==> src/rtl/mem_arbiter_if.sv <==
// Bundle of the two requester ports (fetch and data) plus the shared RAM port
// of the memory arbiter. The slave modport is the arbiter's view; the master
// modport is the view of whatever drives the requests and models the RAM.
interface mem_arbiter_if #(
  parameter int MEM_WIDTH = 10
);
  // Instruction fetch port
  logic                 i_req_i;
  logic [31:0]          i_addr_i;
  logic                 i_gnt_o;
  logic                 i_rvalid_o;
  logic [31:0]          i_rdata_o;
  // Data access port
  logic                 d_req_i;
  logic                 d_we_i;
  logic [31:0]          d_addr_i;
  logic [31:0]          d_wdata_i;
  logic                 d_gnt_o;
  logic                 d_rvalid_o;
  logic [31:0]          d_rdata_o;
  // Shared RAM port
  logic                 mem_en_o;
  logic                 mem_we_o;
  logic [MEM_WIDTH-3:0] mem_addr_o;
  logic [31:0]          mem_wdata_o;
  logic [31:0]          mem_rdata_i;

  modport slave (
    input  i_req_i, i_addr_i, d_req_i, d_we_i, d_addr_i, d_wdata_i, mem_rdata_i,
    output i_gnt_o, i_rvalid_o, i_rdata_o, d_gnt_o, d_rvalid_o, d_rdata_o,
           mem_en_o, mem_we_o, mem_addr_o, mem_wdata_o
  );

  modport master (
    output i_req_i, i_addr_i, d_req_i, d_we_i, d_addr_i, d_wdata_i, mem_rdata_i,
    input  i_gnt_o, i_rvalid_o, i_rdata_o, d_gnt_o, d_rvalid_o, d_rdata_o,
           mem_en_o, mem_we_o, mem_addr_o, mem_wdata_o
  );
endinterface

==> src/rtl/mem_arbiter.sv <==
// Two-port arbiter sharing one single-cycle-latency RAM between an
// instruction fetch port and a data port. Data normally wins; a starvation
// counter forces a fetch grant after STARVE_LIMIT consecutive data grants
// taken while a fetch was waiting. Read responses are routed one cycle later
// by a response-owner register, giving full back-to-back throughput.
module mem_arbiter #(
  parameter int MEM_WIDTH    = 10,
  parameter int STARVE_LIMIT = 2
) (
  input  logic          clk,
  input  logic          reset,
  mem_arbiter_if.slave  bus
);

  localparam int SW = (STARVE_LIMIT < 1) ? 1 : $clog2(STARVE_LIMIT + 1);
  localparam logic [SW-1:0] STARVE_MAX = SW'(STARVE_LIMIT);

  localparam logic [1:0] OWN_NONE = 2'd0;
  localparam logic [1:0] OWN_INST = 2'd1;
  localparam logic [1:0] OWN_DATA = 2'd2;

  logic [1:0]    resp_own;
  logic [SW-1:0] starve_cnt;
  logic          fetch_gnt;
  logic          data_gnt;

  // Address bits outside the RAM word range are deliberately ignored.
  logic addr_unused;
  assign addr_unused = &{bus.i_addr_i[31:MEM_WIDTH], bus.i_addr_i[1:0],
                         bus.d_addr_i[31:MEM_WIDTH], bus.d_addr_i[1:0]};

  // Grant selection: data first unless the waiting fetch has hit the starve limit.
  always_comb begin
    fetch_gnt = 1'b0;
    data_gnt  = 1'b0;
    if (!reset) begin
      if (bus.i_req_i && (!bus.d_req_i || (starve_cnt == STARVE_MAX))) begin
        fetch_gnt = 1'b1;
      end else if (bus.d_req_i) begin
        data_gnt = 1'b1;
      end
    end
  end

  // RAM port mux: steer the granted requester's address and write controls.
  always_comb begin
    bus.mem_en_o    = fetch_gnt | data_gnt;
    bus.mem_we_o    = data_gnt & bus.d_we_i;
    bus.mem_wdata_o = bus.d_wdata_i;
    if (data_gnt) begin
      bus.mem_addr_o = bus.d_addr_i[MEM_WIDTH-1:2];
    end else begin
      bus.mem_addr_o = bus.i_addr_i[MEM_WIDTH-1:2];
    end
  end

  // Starvation counter: counts data grants that overtake a waiting fetch.
  always_ff @(posedge clk or posedge reset) begin
    if (reset) begin
      starve_cnt <= '0;
    end else if (fetch_gnt || !bus.i_req_i) begin
      starve_cnt <= '0;
    end else if (data_gnt && (starve_cnt != STARVE_MAX)) begin
      starve_cnt <= starve_cnt + 1'b1;
    end
  end

  // Response owner: remembers who gets the RAM read data on the next cycle.
  always_ff @(posedge clk or posedge reset) begin
    if (reset) begin
      resp_own <= OWN_NONE;
    end else if (fetch_gnt) begin
      resp_own <= OWN_INST;
    end else if (data_gnt && !bus.d_we_i) begin
      resp_own <= OWN_DATA;
    end else begin
      resp_own <= OWN_NONE;
    end
  end

  assign bus.i_gnt_o    = fetch_gnt;
  assign bus.d_gnt_o    = data_gnt;
  assign bus.i_rvalid_o = (resp_own == OWN_INST);
  assign bus.d_rvalid_o = (resp_own == OWN_DATA);
  assign bus.i_rdata_o  = bus.mem_rdata_i;
  assign bus.d_rdata_o  = bus.mem_rdata_i;

endmodule

==> src/flat_wrapper.sv <==
// flat-port wrapper written by rule: the top's interface ports become plain ports
module mem_arbiter_flat 
#(
  parameter int MEM_WIDTH    = 10,
  parameter int STARVE_LIMIT = 2
)
  (clk, reset, bus_i_req_i, bus_i_addr_i, bus_d_req_i, bus_d_we_i, bus_d_addr_i, bus_d_wdata_i, bus_mem_rdata_i, bus_i_gnt_o, bus_i_rvalid_o, bus_i_rdata_o, bus_d_gnt_o, bus_d_rvalid_o, bus_d_rdata_o, bus_mem_en_o, bus_mem_we_o, bus_mem_addr_o, bus_mem_wdata_o);
  mem_arbiter_if #(.MEM_WIDTH(MEM_WIDTH)) bus_i ();
  input  logic clk;
  input  logic reset;
  input wire logic [$bits(bus_i.i_req_i)-1:0] bus_i_req_i;
  input wire logic [$bits(bus_i.i_addr_i)-1:0] bus_i_addr_i;
  input wire logic [$bits(bus_i.d_req_i)-1:0] bus_d_req_i;
  input wire logic [$bits(bus_i.d_we_i)-1:0] bus_d_we_i;
  input wire logic [$bits(bus_i.d_addr_i)-1:0] bus_d_addr_i;
  input wire logic [$bits(bus_i.d_wdata_i)-1:0] bus_d_wdata_i;
  input wire logic [$bits(bus_i.mem_rdata_i)-1:0] bus_mem_rdata_i;
  output wire logic [$bits(bus_i.i_gnt_o)-1:0] bus_i_gnt_o;
  output wire logic [$bits(bus_i.i_rvalid_o)-1:0] bus_i_rvalid_o;
  output wire logic [$bits(bus_i.i_rdata_o)-1:0] bus_i_rdata_o;
  output wire logic [$bits(bus_i.d_gnt_o)-1:0] bus_d_gnt_o;
  output wire logic [$bits(bus_i.d_rvalid_o)-1:0] bus_d_rvalid_o;
  output wire logic [$bits(bus_i.d_rdata_o)-1:0] bus_d_rdata_o;
  output wire logic [$bits(bus_i.mem_en_o)-1:0] bus_mem_en_o;
  output wire logic [$bits(bus_i.mem_we_o)-1:0] bus_mem_we_o;
  output wire logic [$bits(bus_i.mem_addr_o)-1:0] bus_mem_addr_o;
  output wire logic [$bits(bus_i.mem_wdata_o)-1:0] bus_mem_wdata_o;
  assign bus_i.i_req_i = bus_i_req_i;
  assign bus_i.i_addr_i = bus_i_addr_i;
  assign bus_i.d_req_i = bus_d_req_i;
  assign bus_i.d_we_i = bus_d_we_i;
  assign bus_i.d_addr_i = bus_d_addr_i;
  assign bus_i.d_wdata_i = bus_d_wdata_i;
  assign bus_i.mem_rdata_i = bus_mem_rdata_i;
  assign bus_i_gnt_o = bus_i.i_gnt_o;
  assign bus_i_rvalid_o = bus_i.i_rvalid_o;
  assign bus_i_rdata_o = bus_i.i_rdata_o;
  assign bus_d_gnt_o = bus_i.d_gnt_o;
  assign bus_d_rvalid_o = bus_i.d_rvalid_o;
  assign bus_d_rdata_o = bus_i.d_rdata_o;
  assign bus_mem_en_o = bus_i.mem_en_o;
  assign bus_mem_we_o = bus_i.mem_we_o;
  assign bus_mem_addr_o = bus_i.mem_addr_o;
  assign bus_mem_wdata_o = bus_i.mem_wdata_o;
  mem_arbiter #(.MEM_WIDTH(MEM_WIDTH), .STARVE_LIMIT(STARVE_LIMIT)) u_core (.clk(clk), .reset(reset), .bus(bus_i));
endmodule
==> config.mk <==
export PLATFORM = sky130hd
export DESIGN_NAME = mem_arbiter_flat
export DESIGN_NICKNAME = d
export VERILOG_FILES = /design/src/rtl/mem_arbiter_if.sv /design/src/rtl/mem_arbiter.sv /design/src/flat_wrapper.sv
export SDC_FILE = /design/constraint.sdc
export NUM_CORES = 1
export LEC_CHECK = 0
export ABC_AREA = 1
export BUFFER_PORTS_ARGS = -buffer_cell sky130_fd_sc_hd__buf_2
export CAP_MARGIN = 10
export CORE_AREA = 3 3 93 95
export CTS_BUF_LIST = sky130_fd_sc_hd__clkbuf_8
export CTS_CLUSTER_SIZE = 40
export DETAILED_ROUTE_END_ITERATION = 10
export DIE_AREA = 0 0 96 98
export SETUP_SLACK_MARGIN = 0.05
export SLEW_MARGIN = 20
export SYNTH_ARGS = -nofsm -noshare
export SYNTH_HDL_FRONTEND = slang
export SYNTH_SLANG_ARGS = --single-unit
==> constraint.sdc <==
create_clock -name clk -period 1.2 [get_ports clk]
set_input_delay 0.06 -clock clk [delete_from_list [all_inputs] [get_ports clk]]
set_output_delay 0.06 -clock clk [all_outputs]
set_load 0.005 [all_outputs]
== Word level (Yosys, flattened, before mapping) ==
Index checks and enable logic that the tools add are counted.

* Register bits: 4
* Bits of input ports: 133
* Output and inout bits: 110
* Logic and storage cells: 28

* Add/sub/neg operators: 1
* Equality and inequality tests: 4
* Muxes and demuxes: 10
* Bitwise operators: 2
* Reductions and logical operators: 9

{| class="wikitable"
|+ Operators by type and width
! cell !! number
|-
| $mux W2 || 4
|-
| $mux W8 || 1
|-
| $mux W1 || 5
|-
| $eq A2 B2 Y1 const B || 2
|-
| $logic_and A1 B1 Y1 || 3
|-
| $logic_not A1 Y1 || 3
|-
| $add A2 B1 Y2 const B || 1
|-
| $eq A2 B1 Y1 const B || 1
|-
| $logic_or A1 B1 Y1 || 2
|-
| $ne A2 B2 Y1 const B || 1
|-
| $reduce_bool A2 Y1 || 1
|-
| $and A1 B1 Y1 || 1
|-
| $or A1 B1 Y1 || 1
|}

== Longest topological paths before layout ==
Gate-level depths: netlist of run 1.

* Depth after elaboration: 8
* Depth in mapped cells: 9

== Least setup slack after synthesis of run 1 ==
No wires, ideal clock.

* Kind: flip-flop to output port
* Start point: register u_core.starve_cnt[0]
* End point: output bus_mem_addr_o[0]
* Arrival time: 1.108 ns
* Slack: 0.032 ns
* Cell stages (with the launch flop): 10
* Path through: dfrtp_1 > inv_1 > ha_1 > inv_1 > nand2_1 > nand2_2 > nand2_2 > buf_6 > nand2_1 > nand2_1

* Cells in the longest elaborated chain, start to end: 6

{| class="wikitable"
|+ Ends and longest elaborated chain
! element !! RTL line !! RTL
|-
| from (decl) || mem_arbiter.sv:23 || <nowiki>logic [SW-1:0] starve_cnt;</nowiki>
|-
| from (signal assigned) || mem_arbiter.sv:64 || <nowiki>starve_cnt <= starve_cnt + 1'b1;</nowiki>
|-
| $eq A2 B2 Y1 || mem_arbiter.sv:37 || <nowiki>if (bus.i_req_i && (!bus.d_req_i || (starve_cnt == STARVE_MAX))) begin</nowiki>
|-
| $logic_or A1 B1 Y1 || mem_arbiter.sv:37 ||
|-
| $logic_and A1 B1 Y1 || mem_arbiter.sv:37 ||
|-
| $mux W1 || mem_arbiter.sv:37 ||
|-
| $mux W1 || mem_arbiter.sv:36 || <nowiki>if (!reset) begin</nowiki>
|-
| $mux W8 || mem_arbiter.sv:50 || <nowiki>if (data_gnt) begin</nowiki>
|-
| to (decl) || flat_wrapper.sv:26 || <nowiki>output wire logic [$bits(bus_i.mem_addr_o)-1:0] bus_mem_addr_o;</nowiki>
|}

No other way between the ends.

== Final worst setup path of run 1 ==
* Start point: register u_core.starve_cnt[0]
* End point: output bus_mem_addr_o[3]

The elaborated chain is that of the path after synthesis.

==> results of run 1 <==
## cell type report
class	instances	area (sq um)	area share
clock buffers	3	41.3	0.0480
flip-flops and latches	4	100	0.116
repair buffers	40	243	0.282
inverters	11	43.8	0.0509
well taps	102	128	0.148
multi-input cells	45	304	0.354
## cell usage in the layout, fill, tap and decap left out, drive strengths merged
| master | n |
|---|---|
| or2 | 1 |
| inv | 11 |
| dfrtp | 4 |
| nor2 | 6 |
| nand2 | 26 |
| buf | 38 |
| nand3 | 9 |
| ha | 1 |
| clkbuf | 4 |
| dlygate4sd3 | 1 |
| a21oi | 2 |
## kinds of logic after synthesis
kind of cell               synth area share
and+or+nand+nor                       0.174
adders and majority gates            0.0115
buffers and inverters                 0.713
DFF                                  0.0923
AOI/OAI and AO/OA                   0.00923
## power groups by stage
stage	clock [mW]	combinational (mW)	sequential [mW]
after floorplan	0	0.339	0.147
after global placement	0	0.164	0.147
after detailed placement	0	0.167	0.148
after CTS	0.299	0.178	0.146
after global routing	0.317	0.247	0.148
final	0.300	0.221	0.147
## flip-flops by register name (all words and copies together) (netlist names)
register	cells
u_core.starve_cnt	2
u_core.resp_own	2
## repair_timing
action	CTS	global route
cloned	0	1
setup endpoints to repair	14	14
endpoints found under the hold margin	4	0
pin swaps	1	7
resized for setup	4	15
setup buffers	0	2
hold buffers	1	0
## final timing paths
check | to | slack, ns | cells past startpoint
setup / recovery | bus_mem_addr_o[3] | -0.25 | 9
hold / removal | u_core.resp_own[1]$_DFF_PP0_ | 0.006 | 2
setup reg to reg | u_core.resp_own[1]$_DFF_PP0_ | 0.04 | 7
hold reg to reg | u_core.starve_cnt[0]$_DFFE_PP0P_ | 0.62 | 5
max in group asynchronous | u_core.starve_cnt[1]$_DFFE_PP0P_ | 0.57 | 3
min in group asynchronous | u_core.resp_own[0]$_DFF_PP0_ | 0.43 | 3
## worst max-delay path, delay by kind of cell, from the launching register on
| kind | cells | cell delay (ns) |
|---|---|---|
| buffers and inverters | 4 | 0.39 |
| DFF | 1 | 0.38 |
| and+or+nand+nor | 4 | 0.25 |
| adders and majority gates | 1 | 0.13 |
## Yosys cell counts (all sizes together)
master / n / share of area
nand2: 26 / 0.095
nand3: 9 / 0.042
buf: 97 / 0.67
a21oi: 2 / 0.0092
inv: 11 / 0.038
or2: 1 / 0.0058
nor2: 6 / 0.032
ha: 1 / 0.012
dfrtp: 4 / 0.092
## metal layers
metal,vias up,GRT usage,part of all wire
li1,270,-,-
met1,240,0.0316,0.29
met2,52,0.0653,0.48
met3,36,0.0216,0.13
met4,0,0.0580,0.089
met5,-,0,0
==> results_dict.tcl, run 1 <==
set metrics [dict create \
    area_delta_synth_final_pct -20.8 \
    place_ws_ns -0.129 \
    status "complete, but fails checks" \
    switching_share 0.305 \
    place_hpwl_mm 1.66 \
    p_total_uw 669 \
    finalInstanceArea_sq_um 860 \
    critPathKind "reg2out" \
    maxSlewHeadroom 0.848 \
    max_freq_mhz 691 \
    cp-startpoint "u_core.starve_cnt[0]$_DFFE_PP0P_" \
    combPwrFrac 0.331 \
    rsz0062_at_grt "true" \
    fin_skew_ns 0.00797 \
    finalSetupTns_ns -2.41 \
    p_int_uw 465 \
    grt_max_degree 12 \
    syn_inst 157 \
    antenna_found_initial 0 \
    cts_tree "done" \
    power_leakage_nw 0.448 \
    finalHoldViolations 0 \
    clkPwrFrac 0.449 \
    start_kind "register" \
    die_width_um 96 \
    std_cell_rows 32 \
    fin_nets 239 \
    place_area_sq_um 676 \
    instances_no_fill 205 \
    grt_pass1_wl_mm 2.95 \
    final_util 0.110 \
    setup_viol 11 \
    endpoint_kind "primary output" \
    violations "negative setup slack" \
    worstPathRequired_ns 1.14 \
    numCtsBuffers 3 \
    holdCritStartpoint "bus_d_we_i" \
    synth-seq-area-share 0.0923 \
    syn-cell-area_sq_um 1080 \
    ir_drop_mv 0.177 \
    drive_above_1_share 0.583 \
    synth_warnings 0 \
    clock-sinks 4 \
    ios 243 \
    cts_max_path_buffers 2 \
    path_cells "inv_2 -> ha_4 -> inv_4 -> nand2_4 -> nand2_8 -> clkbuf_16 -> nand3_2 -> nand2_1 -> buf_2" \
    die_area_sq_um 9410 \
    dr.pass1.iters 4 \
    period_needed_ns 1.45 \
    vias 598 \
    slowest_delay_ns 0.38 \
    gp_congestion 0.690 \
    grt_pass1_vias 587 \
    finalMaxSlewViolations 0 \
    post_drt_wl_per_cell_um 11.2 \
    setup_ws_ns -0.247 \
    drc 0 \
    fill_cells 910 \
    critPathArrivalTime_ns 1.39 \
    clk_pin_slew_ns 0.04 \
    period_share 1.21 \
    max-cap-violations 0 \
    cts_root_buffer "clkbuf_8" \
    dp.cells 198 \
    core-area_sq_um 7810 \
    gr-usage-all-layers 0.0423 \
    die_h_um 98 \
    reg2reg_from "u_core.starve_cnt[1]$_DFFE_PP0P_" \
    wirelength_mm 2.30 \
    clk_latency_ns 0.23 \
    syn_nets 291 \
    synth_cell_type_count 14 \
    vias_per_cell 2.92 \
    fin_hold_ws_ns 0.00646 \
    start_util 0.139 \
    power_density_nw_per_um2 778 \
    ant_nets 0 \
    hold_class "in2reg" \
    grt-ovfl-total 0 \
    diodes 0 \
    h-tree-depth 1 \
    worstPathMaxFanout 4 \
    critPathSlowestCell "dfrtp_1" \
    p_seq_frac 0.220 \
    syn_area_per_cell_sq_um 6.91 \
    ys_ff_latch 4 \
    p_switching_uw 204 \
    initialDrtViolationCount 6 \
    worst_pin_slew_ns 0.227 \
    port_buffers 34 \
]
(Power assumes the default switching activity.)
==> run 2: changes to the inputs <==
CELL_PAD_IN_SITES_DETAIL_PLACEMENT = 1   (was not set)
CELL_PAD_IN_SITES_GLOBAL_PLACEMENT = 1   (was not set)
CORE_AREA = not set   (was 3 3 93 95)
CORE_MARGIN = 3   (was not set)
CORE_UTILIZATION = 13   (was not set)
DIE_AREA = not set   (was 0 0 96 98)
PLACE_DENSITY_LB_ADDON = 0.1   (was not set)
clock period = 1.85 ns   (was 1.2 ns; I/O delays follow)
==> results_dict.tcl, run 2 (same netlist as run 1, synthesis figures left out) <==
set metrics [dict create \
    fin_skew_ns 0.00205 \
    ir_drop_mv 0.112 \
    clk_pin_slew_ns 0.03 \
    p_seq_frac 0.250 \
    period_needed_ns 1.57 \
    area_delta_synth_final_pct -33.9 \
    antenna_found_initial 0 \
    gp_congestion 0.671 \
    largestRegisters "u_core.resp_own x2, u_core.starve_cnt x2" \
    h-tree-depth 1 \
    p_switching_uw 98.1 \
    ant_nets 0 \
    critPathArrivalTime_ns 1.48 \
    numCtsBuffers 3 \
    clock-sinks 4 \
    grt_max_degree 12 \
    worstPathMaxFanout 11 \
    grt_pass1_wl_mm 3.55 \
    power_leakage_nw 0.408 \
    final_util 0.0904 \
    vias_per_cell 2.92 \
    die_h_um 97.4 \
    finalInstanceArea_sq_um 717 \
    ios 243 \
    setup_viol 0 \
    drc 0 \
    initialDrtViolationCount 13 \
    max-cap-violations 0 \
    endpoint_kind "primary output" \
    vias 590 \
    timing.critical_path.mode_cell "nand2_1" \
    status "finished, final reports clean" \
    core-area_sq_um 7930 \
    dr.pass1.iters 3 \
    p_total_uw 379 \
    grt_pass1_vias 615 \
    hold_class "in2reg" \
    path_cells "inv_1 -> ha_1 -> inv_1 -> nand2_1 -> nand2_2 -> nand2_2 -> nand2_1 -> nand2_1 -> buf_2" \
    setup_ws_ns 0.280 \
    period_share 0.849 \
    switching_share 0.259 \
    clk_latency_ns 0.21 \
    cts_tree "done" \
    final_common_cell "buf_2" \
    grt-ovfl-total 0 \
    die_area_sq_um 9480 \
    slowest_delay_ns 0.37 \
    finalHoldViolations 0 \
    worst_pin_slew_ns 0.260 \
    p_int_uw 280 \
    start_kind "register" \
    max_freq_mhz 637 \
    drive_above_1_share 0.460 \
    finalSetupTns_ns 0 \
    cts_root_buffer "clkbuf_8" \
    wirelength_mm 2.34 \
    maxSlewHeadroom 0.826 \
    std_cell_rows 32 \
    place_hpwl_mm 2.03 \
    place_area_sq_um 666 \
    gr-usage-all-layers 0.0477 \
    power_density_nw_per_um2 528 \
    combPwrFrac 0.283 \
    cts_max_path_buffers 2 \
    diodes 0 \
    critPathKind "reg2out" \
    mostFrequentLayoutCells "buf_2, nand2_1, inv_1" \
    die_width_um 97.4 \
    start_util 0.137 \
    port_buffers 34 \
    critPathSlowestCell "dfrtp_1" \
    worstPathRequired_ns 1.76 \
    finalMaxSlewViolations 0 \
    cp_top_family "simple AND/OR/NAND/NOR gates" \
    fin_nets 236 \
    place_ws_ns 0.468 \
    clkPwrFrac 0.467 \
    rsz0062_at_grt "false" \
    crit_buf_inv 3 \
    post_drt_wl_per_cell_um 11.6 \
]
-- run 2: cell count changes in the layout (fill, tap and decap cells not counted), moves of 2 or more --
cell,before,now
nor2_4,3,1
nand3_1,3,9
nand2_8,2,0
nand3_2,6,0
nand2_2,0,2
inv_1,8,10
-- run 2: power by group through the flow --
stage | clock network, mW | registers [mW] | logic, mW
global placement | 0 | 0.0954 | 0.111
detailed placement | 0 | 0.0955 | 0.109
CTS | 0.185 | 0.0947 | 0.111
finish | 0.177 | 0.0946 | 0.107
global route | 0.189 | 0.0951 | 0.123
floorplan | 0 | 0.0951 | 0.218
-- run 2: cell type report --
| type | instances | area [sq um] |
|---|---|---|
| Fill cell | 970 | 7210 |
| Multi-Input combinational cell | 45 | 211 |
| Timing Repair Buffer | 37 | 195 |
| Tap cell | 102 | 128 |
| Sequential cell | 4 | 100 |
| Clock buffer | 3 | 41.3 |
| Inverter | 11 | 41.3 |
-- run 2: worst reg2reg max path, stage by stage, from the launching register on --
cell and delay (ns):
dfrtp_1 0.37, inv_1 0.08, ha_1 0.14, inv_1 0.05, nand2_1 0.08, nand2_2 0.06
buf_4 0.17, nor2_1 0.14
-- run 2: final timing paths --
path,from,to,slack (ns),depth (start not counted)
setup / recovery,u_core.starve_cnt[0]$_DFFE_PP0P_,bus_mem_addr_o[4],0.28,9
hold / removal,bus_d_we_i,u_core.resp_own[1]$_DFF_PP0_,0.06,2
setup reg to reg,u_core.starve_cnt[0]$_DFFE_PP0P_,u_core.resp_own[0]$_DFF_PP0_,0.67,7
hold reg to reg,u_core.starve_cnt[1]$_DFFE_PP0P_,u_core.starve_cnt[1]$_DFFE_PP0P_,0.55,4
max in group asynchronous,reset,u_core.resp_own[0]$_DFF_PP0_,1.23,3
min in group asynchronous,reset,u_core.starve_cnt[1]$_DFFE_PP0P_,0.42,3
-- run 2: metrics by stage --
step / instances / hold slack, ns
after global placement: 198 / 0.0923
after global routing: 202 / 0.0677
after detailed placement: 198 / 0.0981
after CTS: 202 / 0.0578
after floorplan: 157 / -0.117
final: 202 / 0.0600
-- run 2: routing by layer --
layer	routed length, um	GRT usage	up-vias
met5	0	0	-
met4	166	0.0437	0
met3	363	0.0330	37
met2	1020	0.0674	47
met1	796	0.0458	243
li1	-	-	263
-- run 2: what timing repair did --
item,4_1_cts,5_1_grt
gates resized for setup,0,0
hold endpoints to repair,4,0
setup buffers,0,0
hold buffers,1,0
==> run 3: changes to the inputs <==
CORE_UTILIZATION = 11   (was 13)
clock period = 1.3 ns   (was 1.85 ns; I/O delays follow)
==> results_dict.tcl, run 3 (same netlist as run 1, synthesis figures left out) <==
set metrics [dict create \
    status "complete, but fails checks" \
    violations "negative setup slack" \
    finalHoldViolations 0 \
    top_usage_layer "met2" \
    place_area_sq_um 707 \
    gr-usage-all-layers 0.0457 \
    worst_pin_slew_ns 0.233 \
    worstPathMaxFanout 5 \
    largestRegisters "u_core.resp_own x2, u_core.starve_cnt x2" \
    std_cell_rows 35 \
    die_area_sq_um 11100 \
    port_buffers 34 \
    vias 665 \
    holdCritStartpoint "bus_d_we_i" \
    p_seq_frac 0.221 \
    drc 0 \
    finalSetupTns_ns -1.68 \
    power_leakage_nw 0.481 \
    clk_pin_slew_ns 0.03 \
    antenna_found_initial 0 \
    start_util 0.115 \
    use_met2 0.0760 \
    critPathArrivalTime_ns 1.40 \
    clk_latency_ns 0.21 \
    finalInstanceArea_sq_um 960 \
    combPwrFrac 0.371 \
    dr.pass1.iters 2 \
    h-tree-depth 1 \
    ir_drop_mv 0.167 \
    hold_class "in2reg" \
    die_h_um 105 \
    ios 243 \
    regArea_sq_um 100 \
    drive_above_1_share 0.652 \
    worstPathRequired_ns 1.24 \
    r2r_setup_slack_ns -0.11 \
    grt_max_degree 12 \
    hold_depth 2 \
    p_switching_uw 174 \
    ant_nets 0 \
    period_share 1.12 \
    grt_pass1_vias 825 \
    critPathKind "reg2out" \
    fin_skew_ns 0.00132 \
    final_common_cell "buf_2" \
    rsz0062_at_grt "true" \
    clock-sinks 4 \
    diodes 0 \
    gr-usage-met1 0.0370 \
    clkPwrFrac 0.408 \
    numCtsBuffers 3 \
    grt_pass1_wl_mm 3.98 \
    rr_endpoint "u_core.starve_cnt[0]$_DFFE_PP0P_" \
    fin_hold_ws_ns 0.0364 \
    gp_congestion 0.637 \
    fill_cells 1153 \
    fin_nets 248 \
    setup_viol 13 \
    power_density_nw_per_um2 646 \
    grt-ovfl-total 0 \
    cts_tree "done" \
    switching_share 0.281 \
    start_kind "register" \
    cts_max_path_buffers 2 \
    endpoint_kind "primary output" \
    area_delta_synth_final_pct -11.5 \
    cts_root_buffer "clkbuf_8" \
    period_needed_ns 1.46 \
    r2r_cells 11 \
    wirelength_mm 2.54 \
    initialDrtViolationCount 14 \
    maxSlewHeadroom 0.845 \
    post_drt_wl_per_cell_um 10.5 \
    place_hpwl_mm 2.07 \
    max_freq_mhz 684 \
    final_util 0.102 \
    core-area_sq_um 9420 \
    met3_usage 0.0178 \
    setup_ws_ns -0.162 \
    vias_per_cell 2.76 \
    finalMaxSlewViolations 0 \
    die_width_um 105 \
    multi_input_area_sq_um 305 \
    mostFrequentLayoutCells "buf_2, nand2_1, buf_4" \
    reg2reg_from "u_core.starve_cnt[0]$_DFFE_PP0P_" \
    p_int_uw 446 \
    hold_end "u_core.resp_own[1]$_DFF_PP0_" \
    max-cap-violations 0 \
]
-- run 3: cell types whose count changed in the layout (fill, tap and decap cells not counted), sizes merged --
cell  change
buf      +12
-- run 3: stage by stage --
| stage | std cells | power, mW | worst slack (ns) |
|---|---|---|---|
| after floorplan | 157 | 0.446 | 0.127 |
| after global placement | 226 | 0.298 | -0.0411 |
| after detailed placement | 226 | 0.296 | -0.0482 |
| after CTS | 240 | 0.615 | -0.185 |
| after global routing | 241 | 0.675 | -0.251 |
| final | 241 | 0.620 | -0.162 |
-- run 3: worst max path at each step --
stage                                           from                end  slack (ns)  cells past startpoint
finish              u_core.starve_cnt[1]$_DFFE_PP0P_  bus_mem_addr_o[1]       -0.16                      8
floorplan           u_core.starve_cnt[0]$_DFFE_PP0P_  bus_mem_addr_o[0]        0.13                      9
detailed placement  u_core.starve_cnt[0]$_DFFE_PP0P_  bus_mem_addr_o[6]       -0.05                      9
global route        u_core.starve_cnt[1]$_DFFE_PP0P_  bus_mem_addr_o[0]       -0.25                      8
global placement    u_core.starve_cnt[1]$_DFFE_PP0P_  bus_mem_addr_o[6]       -0.04                      8
CTS                 u_core.starve_cnt[1]$_DFFE_PP0P_  bus_mem_addr_o[5]       -0.19                      8
-- run 3: critical path, cell delays in order, from the launching register on --
cell	delay, ns
dfrtp_1	0.41
ha_4	0.17
inv_2	0.05
nand2_2	0.06
nand2_4	0.11
buf_8	0.14
nand3_2	0.06
nand2_1	0.06
buf_2	0.11
-- run 3: power groups by stage --
| stage | logic [mW] | clock network, mW | registers, mW |
|---|---|---|---|
| after floorplan | 0.311 | 0 | 0.135 |
| after global placement | 0.161 | 0 | 0.136 |
| after detailed placement | 0.159 | 0 | 0.137 |
| after CTS | 0.214 | 0.264 | 0.137 |
| after global routing | 0.259 | 0.278 | 0.137 |
| final | 0.230 | 0.253 | 0.137 |
-- run 3: routing by layer --
layer | share of wire | up-vias
met5 | 0 | -
met4 | 0.090 | 0
met3 | 0.14 | 37
met2 | 0.50 | 58
met1 | 0.27 | 281
li1 | - | 289
-- run 3: final cells by class --
type / instances / share of cell area
clock buffer: 3 / 0.0430
inverter: 11 / 0.0430
timing repair buffer: 49 / 0.323
sequential: 4 / 0.104
multi-input combinational: 45 / 0.318
tap: 129 / 0.168
-- run 3: repair_timing --
action,4_1_cts,5_1_grt
resized for setup,19,10
setup buffers,9,2
endpoints found under the setup margin,12,14
hold buffers,1,0
cloned,1,0
pin swaps,9,8
hold endpoints to repair,4,0
